**src/rtl/cla_mwadd_pkg.sv**
```systemverilog
// Shared types and helpers for the sequenced multi-word carry-lookahead adder.
package cla_mwadd_pkg;

    typedef enum logic [1:0] {IDLE, RUN, DONE} cla_mwadd_state_t;

    localparam int NIBBLE_W = 4;

    function automatic int cnt_width(int nib);
        return (nib <= 1) ? 1 : $clog2(nib);
    endfunction

endpackage

```
**src/rtl/carry_lookahead_adder_4b.sv**
```systemverilog
// 4-bit carry-lookahead adder: one nibble of the multi-word datapath.
module carry_lookahead_adder_4b (
    input  logic [3:0] a,
    input  logic [3:0] b,
    input  logic       cin,
    output logic [3:0] sum,
    output logic       cout
);

    logic [3:0] g;
    logic [3:0] p;
    logic [4:0] c;

    assign g = a & b;
    assign p = a ^ b;

    assign c[0] = cin;
    assign c[1] = g[0] | (p[0] & cin);
    assign c[2] = g[1] | (p[1] & g[0]) | (p[1] & p[0] & cin);
    assign c[3] = g[2] | (p[2] & g[1]) | (p[2] & p[1] & g[0]) | (p[2] & p[1] & p[0] & cin);
    assign c[4] = g[3] | (p[3] & g[2]) | (p[3] & p[2] & g[1]) | (p[3] & p[2] & p[1] & g[0])
                | (p[3] & p[2] & p[1] & p[0] & cin);

    assign sum  = p ^ c[3:0];
    assign cout = c[4];

endmodule

```
**src/rtl/cla_multiword_add_seq.sv**
```systemverilog
// WIDTH-bit adder built from one 4-bit CLA, one nibble per cycle, LSB first.
// Optional subtract mode (extra `sub` port) when CLA_MWADD_SUB_EN is defined.
//
// state | meaning
// IDLE  | waiting for an operand pair, in_ready high
// RUN   | adding one nibble per cycle, carry held in carry_q
// DONE  | result on sum/cout, out_valid high until out_ready
module cla_multiword_add_seq
    import cla_mwadd_pkg::*;
#(
    parameter int WIDTH = 16
) (
    input  logic             clk,
    input  logic             rst_n,
    input  logic             in_valid,
    output logic             in_ready,
    input  logic [WIDTH-1:0] a,
    input  logic [WIDTH-1:0] b,
    input  logic             cin,
`ifdef CLA_MWADD_SUB_EN
    input  logic             sub,
`endif
    output logic             out_valid,
    input  logic             out_ready,
    output logic [WIDTH-1:0] sum,
    output logic             cout,
    output logic             busy
);

    localparam int NIB = WIDTH / NIBBLE_W;
    localparam int CW  = cnt_width(NIB);
    localparam logic [CW-1:0] CNT_LAST = CW'(NIB - 1);

    if ((WIDTH < NIBBLE_W) || ((WIDTH % NIBBLE_W) != 0)) begin : g_bad_width
        $error("cla_multiword_add_seq: WIDTH must be a multiple of 4 and >= 4");
    end

    cla_mwadd_state_t state_q, state_d;
    logic [CW-1:0]    cnt_q, cnt_d;
    logic [WIDTH-1:0] a_sh_q, a_sh_d;
    logic [WIDTH-1:0] b_sh_q, b_sh_d;
    logic             carry_q, carry_d;
    logic [WIDTH-1:0] sum_q, sum_d;
    logic             cout_q, cout_d;

    logic             sub_i;
    logic [3:0]       add_sum;
    logic             add_cout;
    logic [WIDTH-1:0] sum_full;

`ifdef CLA_MWADD_SUB_EN
    assign sub_i = sub;
`else
    assign sub_i = 1'b0;
`endif

    carry_lookahead_adder_4b u_cla (
        .a    (a_sh_q[NIBBLE_W-1:0]),
        .b    (b_sh_q[NIBBLE_W-1:0]),
        .cin  (carry_q),
        .sum  (add_sum),
        .cout (add_cout)
    );

    // Earlier nibbles live below the current adder output; a single-nibble
    // build needs no shift register at all.
    if (NIB > 1) begin : g_sum_sh
        logic [WIDTH-NIBBLE_W-1:0] sum_sh_q, sum_sh_d;

        assign sum_full = {add_sum, sum_sh_q};

        always_comb begin
            sum_sh_d = sum_sh_q;
            if (state_q == RUN) begin
                sum_sh_d = sum_full[WIDTH-1:NIBBLE_W];
            end
        end

        always_ff @(posedge clk or negedge rst_n) begin
            if (!rst_n) begin
                sum_sh_q <= '0;
            end else begin
                sum_sh_q <= sum_sh_d;
            end
        end
    end else begin : g_no_sum_sh
        assign sum_full = add_sum;
    end

    always_comb begin
        state_d = state_q;
        cnt_d   = cnt_q;
        a_sh_d  = a_sh_q;
        b_sh_d  = b_sh_q;
        carry_d = carry_q;
        sum_d   = sum_q;
        cout_d  = cout_q;
        case (state_q)
            IDLE: begin
                if (in_valid) begin
                    // Subtract is a + ~b + 1: invert b and the incoming carry.
                    a_sh_d  = a;
                    b_sh_d  = b ^ {WIDTH{sub_i}};
                    carry_d = cin ^ sub_i;
                    cnt_d   = '0;
                    state_d = RUN;
                end
            end
            RUN: begin
                carry_d = add_cout;
                a_sh_d  = a_sh_q >> NIBBLE_W;
                b_sh_d  = b_sh_q >> NIBBLE_W;
                cnt_d   = cnt_q + CW'(1);
                if (cnt_q == CNT_LAST) begin
                    sum_d   = sum_full;
                    cout_d  = add_cout;
                    state_d = DONE;
                end
            end
            DONE: begin
                if (out_ready) begin
                    state_d = IDLE;
                end
            end
            default: state_d = IDLE;
        endcase
    end

    always_ff @(posedge clk or negedge rst_n) begin
        if (!rst_n) begin
            state_q <= IDLE;
            cnt_q   <= '0;
            a_sh_q  <= '0;
            b_sh_q  <= '0;
            carry_q <= 1'b0;
            sum_q   <= '0;
            cout_q  <= 1'b0;
        end else begin
            state_q <= state_d;
            cnt_q   <= cnt_d;
            a_sh_q  <= a_sh_d;
            b_sh_q  <= b_sh_d;
            carry_q <= carry_d;
            sum_q   <= sum_d;
            cout_q  <= cout_d;
        end
    end

    assign in_ready  = (state_q == IDLE);
    assign out_valid = (state_q == DONE);
    assign busy      = (state_q != IDLE);
    assign sum       = sum_q;
    assign cout      = cout_q;

endmodule

```
**config.mk**
```make
export PLATFORM = sky130hd
export DESIGN_NAME = cla_multiword_add_seq
export DESIGN_NICKNAME = d
export VERILOG_FILES = /design/src/rtl/cla_mwadd_pkg.sv /design/src/rtl/carry_lookahead_adder_4b.sv /design/src/rtl/cla_multiword_add_seq.sv
export SDC_FILE = /design/constraint.sdc
export NUM_CORES = 1
export LEC_CHECK = 0
export ABC_AREA = 1
export BUFFER_PORTS_ARGS = -buffer_cell sky130_fd_sc_hd__clkbuf_2
export CORE_UTILIZATION = 56
export CTS_CLUSTER_SIZE = 40
export DETAILED_ROUTE_END_ITERATION = 16
export MAX_ROUTING_LAYER = met4
export PLACE_DENSITY = 0.82
export SYNTH_ARGS = -nofsm -noshare
export SYNTH_HDL_FRONTEND = slang
export SYNTH_HIERARCHICAL = 1
export SYNTH_SLANG_ARGS = --single-unit
```
**constraint.sdc**
```tcl
create_clock -name clk -period 1.73 [get_ports clk]
set_input_delay 0.2595 -clock clk [delete_from_list [all_inputs] [get_ports clk]]
set_output_delay 0.2595 -clock clk [all_outputs]
set_load 0.03 [all_outputs]
```
==> metrics.md <==
| Metric | Value |
|---|---|
| Outcome | finished, final reports clean |
| Antenna violations before repair | 0 |
| Vias in the first global route | roughly 2,700 |
| DRC violations left | 0 |
| Iter 0 DRT Violations | between 100 and 150 |
| Routed Antenna Nets | 0 |
| Seq/Total Area, Yosys | 50.1% |
| Sink Count | 66 |
| Sw Share | 44.3% |
| Cell Int Power | 4520 uW |
| Routed met3 length | ~340 um |
| Via/cell ratio | about 5.1 |
| Hold WS | between 0.07 and 0.08 ns |
| Critical path arrival | 1.34 ns |
| Post-route cell area | roughly 3800 um^2 |
| Share of layout cells above drive strength 1 | 21.5% |
| Combinational share of power | between 40% and 50% |
| Worst setup path class | flop to output port |
| Commonest non-fill, non-tap cell in the layout | nand2_1 |
| Gate Count Post-Synth | ~400 |
| Mapped Area | between 3000 and 4000 um^2 |
| Power Dens Cells | around 2100 nW/um^2 |
| Die Ht | between 70 and 80 um |
| Final Hold Viols | 0 |
| Synth warn | 6 |
| GRT Total Usage | 25.2% |
| Final setup vio count | 0 |
| Crit path time final | 1.60 ns |
| Crit end category | output port |
| DP HPWL | 4360 um |
| DR pass1 iterations | 5 |
| Count of different cell masters after synthesis | 23 |
| Yosys reg bits | 66 |
| Worst-Skew Late Latency | ~0.35 ns |
| Clock power frac | roughly a fifth |
| H-tree Lvls | 3 |
| Data required time at the worst endpoint | approximately 1.5 ns |
| Synth Area per Inst | 8.20 um^2 |
| Max_cap viols | 0 |
| Area Growth Syn to Fin | 16.3% |
| Uppermost layer routed | met4 |
| IO Count | 57 |
| IO buf count | 56 |
| Postcts setup bufs | 0 |
| Total leakage power | 0.00218 uW |
| Period utilization | a little over 90% |
| Largest net degree at the start of global routing | between 60 and 70 |
| Clock tree buffer depth | 2 |
| Post-synth top area cell | dfrtp_1 |
| TritonCTS clock tree | yes |
| Max Transition Viols Final | 0 |
| First-pass GRT wire length | 11,700 um |
| Post-synth EDFFs | 0 |
| Starting Density | between 50% and 60% |
| Die area | 6190 um^2 |
| Worst-path maximum fanout | 7 |
| Clock Pin Slew Worst Setup and Hold Paths | ~0.08 ns |
| Async SR Flop Fraction | between 90% and 100% |
| Die Span X | a little under 80 um |
| Max Freq | 626 MHz |
| RSZ-0062 raised after global routing | no |
| Most used DFF post-synth | dfrtp_1 |
| Worst hold path type | primary input to flop |
| Grt ovf | 0 |
| WL final | 6640 um |
| Met2 wire len | 3290 um |
| Synth Net Count | roughly 450 |
| Share of the synthesized area in the top cell type | 50.1% |
| NetSw | about 3600 uW |
| Share of power burned in registers | 32.8% |
| Top cells by area, synth | dfrtp_1 (50%), nand2_1 (14%), nand3_1 (10%), inv_1 (8.1%), o21ai_2 (3.5%) |
| GPL Wtd Cong | 0.787 |
| Setup TNS | 0 ns |
| Clock skew | ~0.011 ns |
| Cts bufs inserted | 9 |
| Wire per inst | around 12 um |
| Clk root buf | clkbuf_8 |
| Vias | roughly 2,700 |
| Dpl cell area | around 3600 um^2 |
| Slew HR | roughly three quarters |
| Core area | 5570 um^2 |
| Most frequent cells in the layout | nand2_1 (119), inv_1 (71), nand3_1 (67), dfrtp_1 (66), clkbuf_2 (55) |
| Least-Margin Pin Slew | approximately 0.39 ns |
| Metal-1 WL | ~2900 um |
| Antenna diodes | 0 |
| Startpoint Class | flop |
| Maximum vdd drop | around 1 mV |
| Nets@finish | 499 |
| Rows | 27 |
==> power groups by stage <==
stage                     Combinational, uW  Clock [uW]  Sequential, uW
after CTS                              3900        1600            2660
after global placement                 3750           0            2650
after global routing                   4420        1670            2750
after detailed placement               3870           0            2680
final                                  3870        1580            2660
after floorplan                        2890           0            2910
==> layer usage <==
| layer | up-vias | global-route usage [%] |
|---|---|---|
| met2 | 82 | 42.5 |
| met3 | 8 | 5.63 |
| met1 | 1277 | 29.8 |
| li1 | 1353 | - |
| met5 | - | - |
| met4 | 0 | 8.52 |
==> worst max-delay path, stage by stage (launching register included) <==
cell	delay (ns)
dfrtp_1	0.49
nor2_2	0.24
inv_1	0.07
clkbuf_2	0.19
==> flip-flops by register name, indices dropped and copies added (netlist names) <==
signal             count
carry_q                1
state_q                2
cout                   1
g_sum_sh.sum_sh_q     12
sum                   16
a_sh_q                16
cnt_q                  2
b_sh_q                16
==> final cells by class <==
cell class                      instances  area, um^2
Multi-Input combinational cell        243        1210
Fill cell                             448        1740
Clock inverter                          6         115
Inverter                               72         270
Tap cell                               72        90.1
Timing Repair Buffer                   64         368
Clock buffer                           10         128
Sequential cell                        66        1650
==> cells by family (layout without fill, tap and decap cells) <==
| family | after synthesis | count (layout) | share of synthesized area, % |
|---|---|---|---|
| and+or+nand+nor | 199 | 199 | 26.7 |
| buffers and inverters | 93 | 152 | 13.3 |
| DFF | 66 | 66 | 50.1 |
| AOI/OAI and AO/OA | 37 | 37 | 7.18 |
| adders and majority gates | 6 | 6 | 2.51 |
| xor gates and xnor gates | 1 | 1 | 0.266 |
==> Yosys cell counts (2+ instances only) <==
cell type / n
buf_6: 9
dfrtp_1: 66
nand2_4: 4
nand2_1: 119
buf_2: 9
ha_1: 5
nand3_1: 67
nor2_1: 4
o21ai_0: 13
inv_1: 71
buf_4: 2
o21ai_1: 8
a21oi_1: 2
o21ai_2: 13
nand4_1: 2
==> path summary, 6_finish.rpt <==
kind,from,endpoint,slack (ns),depth (start not counted)
worst max register to register,a_sh_q[2]$_DFFE_PN0P_,g_sum_sh.sum_sh_q[11]$_DFFE_PN0P_,0.24,8
min in group asynchronous,rst_n,state_q[1]$_DFFE_PN0P_,0.44,3
worst min register to register,cnt_q[0]$_DFFE_PN0P_,cnt_q[0]$_DFFE_PN0P_,0.47,1
worst max-delay path,state_q[0]$_DFFE_PN0P_,busy,0.13,3
worst min-delay path,out_ready,state_q[1]$_DFFE_PN0P_,0.08,2
max in group asynchronous,rst_n,b_sh_q[9]$_DFFE_PN0P_,0.97,3
==> metrics by stage <==
stage                     utilization, %  worst slack [ns]  instances  total power, uW
after floorplan                        -             0.317        402             5790
after global placement              64.2             0.317        516             6410
after detailed placement            64.2             0.271        516             6550
after CTS                           68.7            0.0503        533             8160
after global routing                68.7            0.0301        533             8840
final                               68.7             0.132        533             8120
==> what timing repair did <==
| item | CTS | global route |
|---|---|---|
| endpoints found under the setup margin | 0 | 2 |
| endpoints found under the hold margin | 66 | 0 |
| hold buffers | 1 | 0 |
| resized for setup | 0 | 1 |
Power figures use the tool's default switching activity.
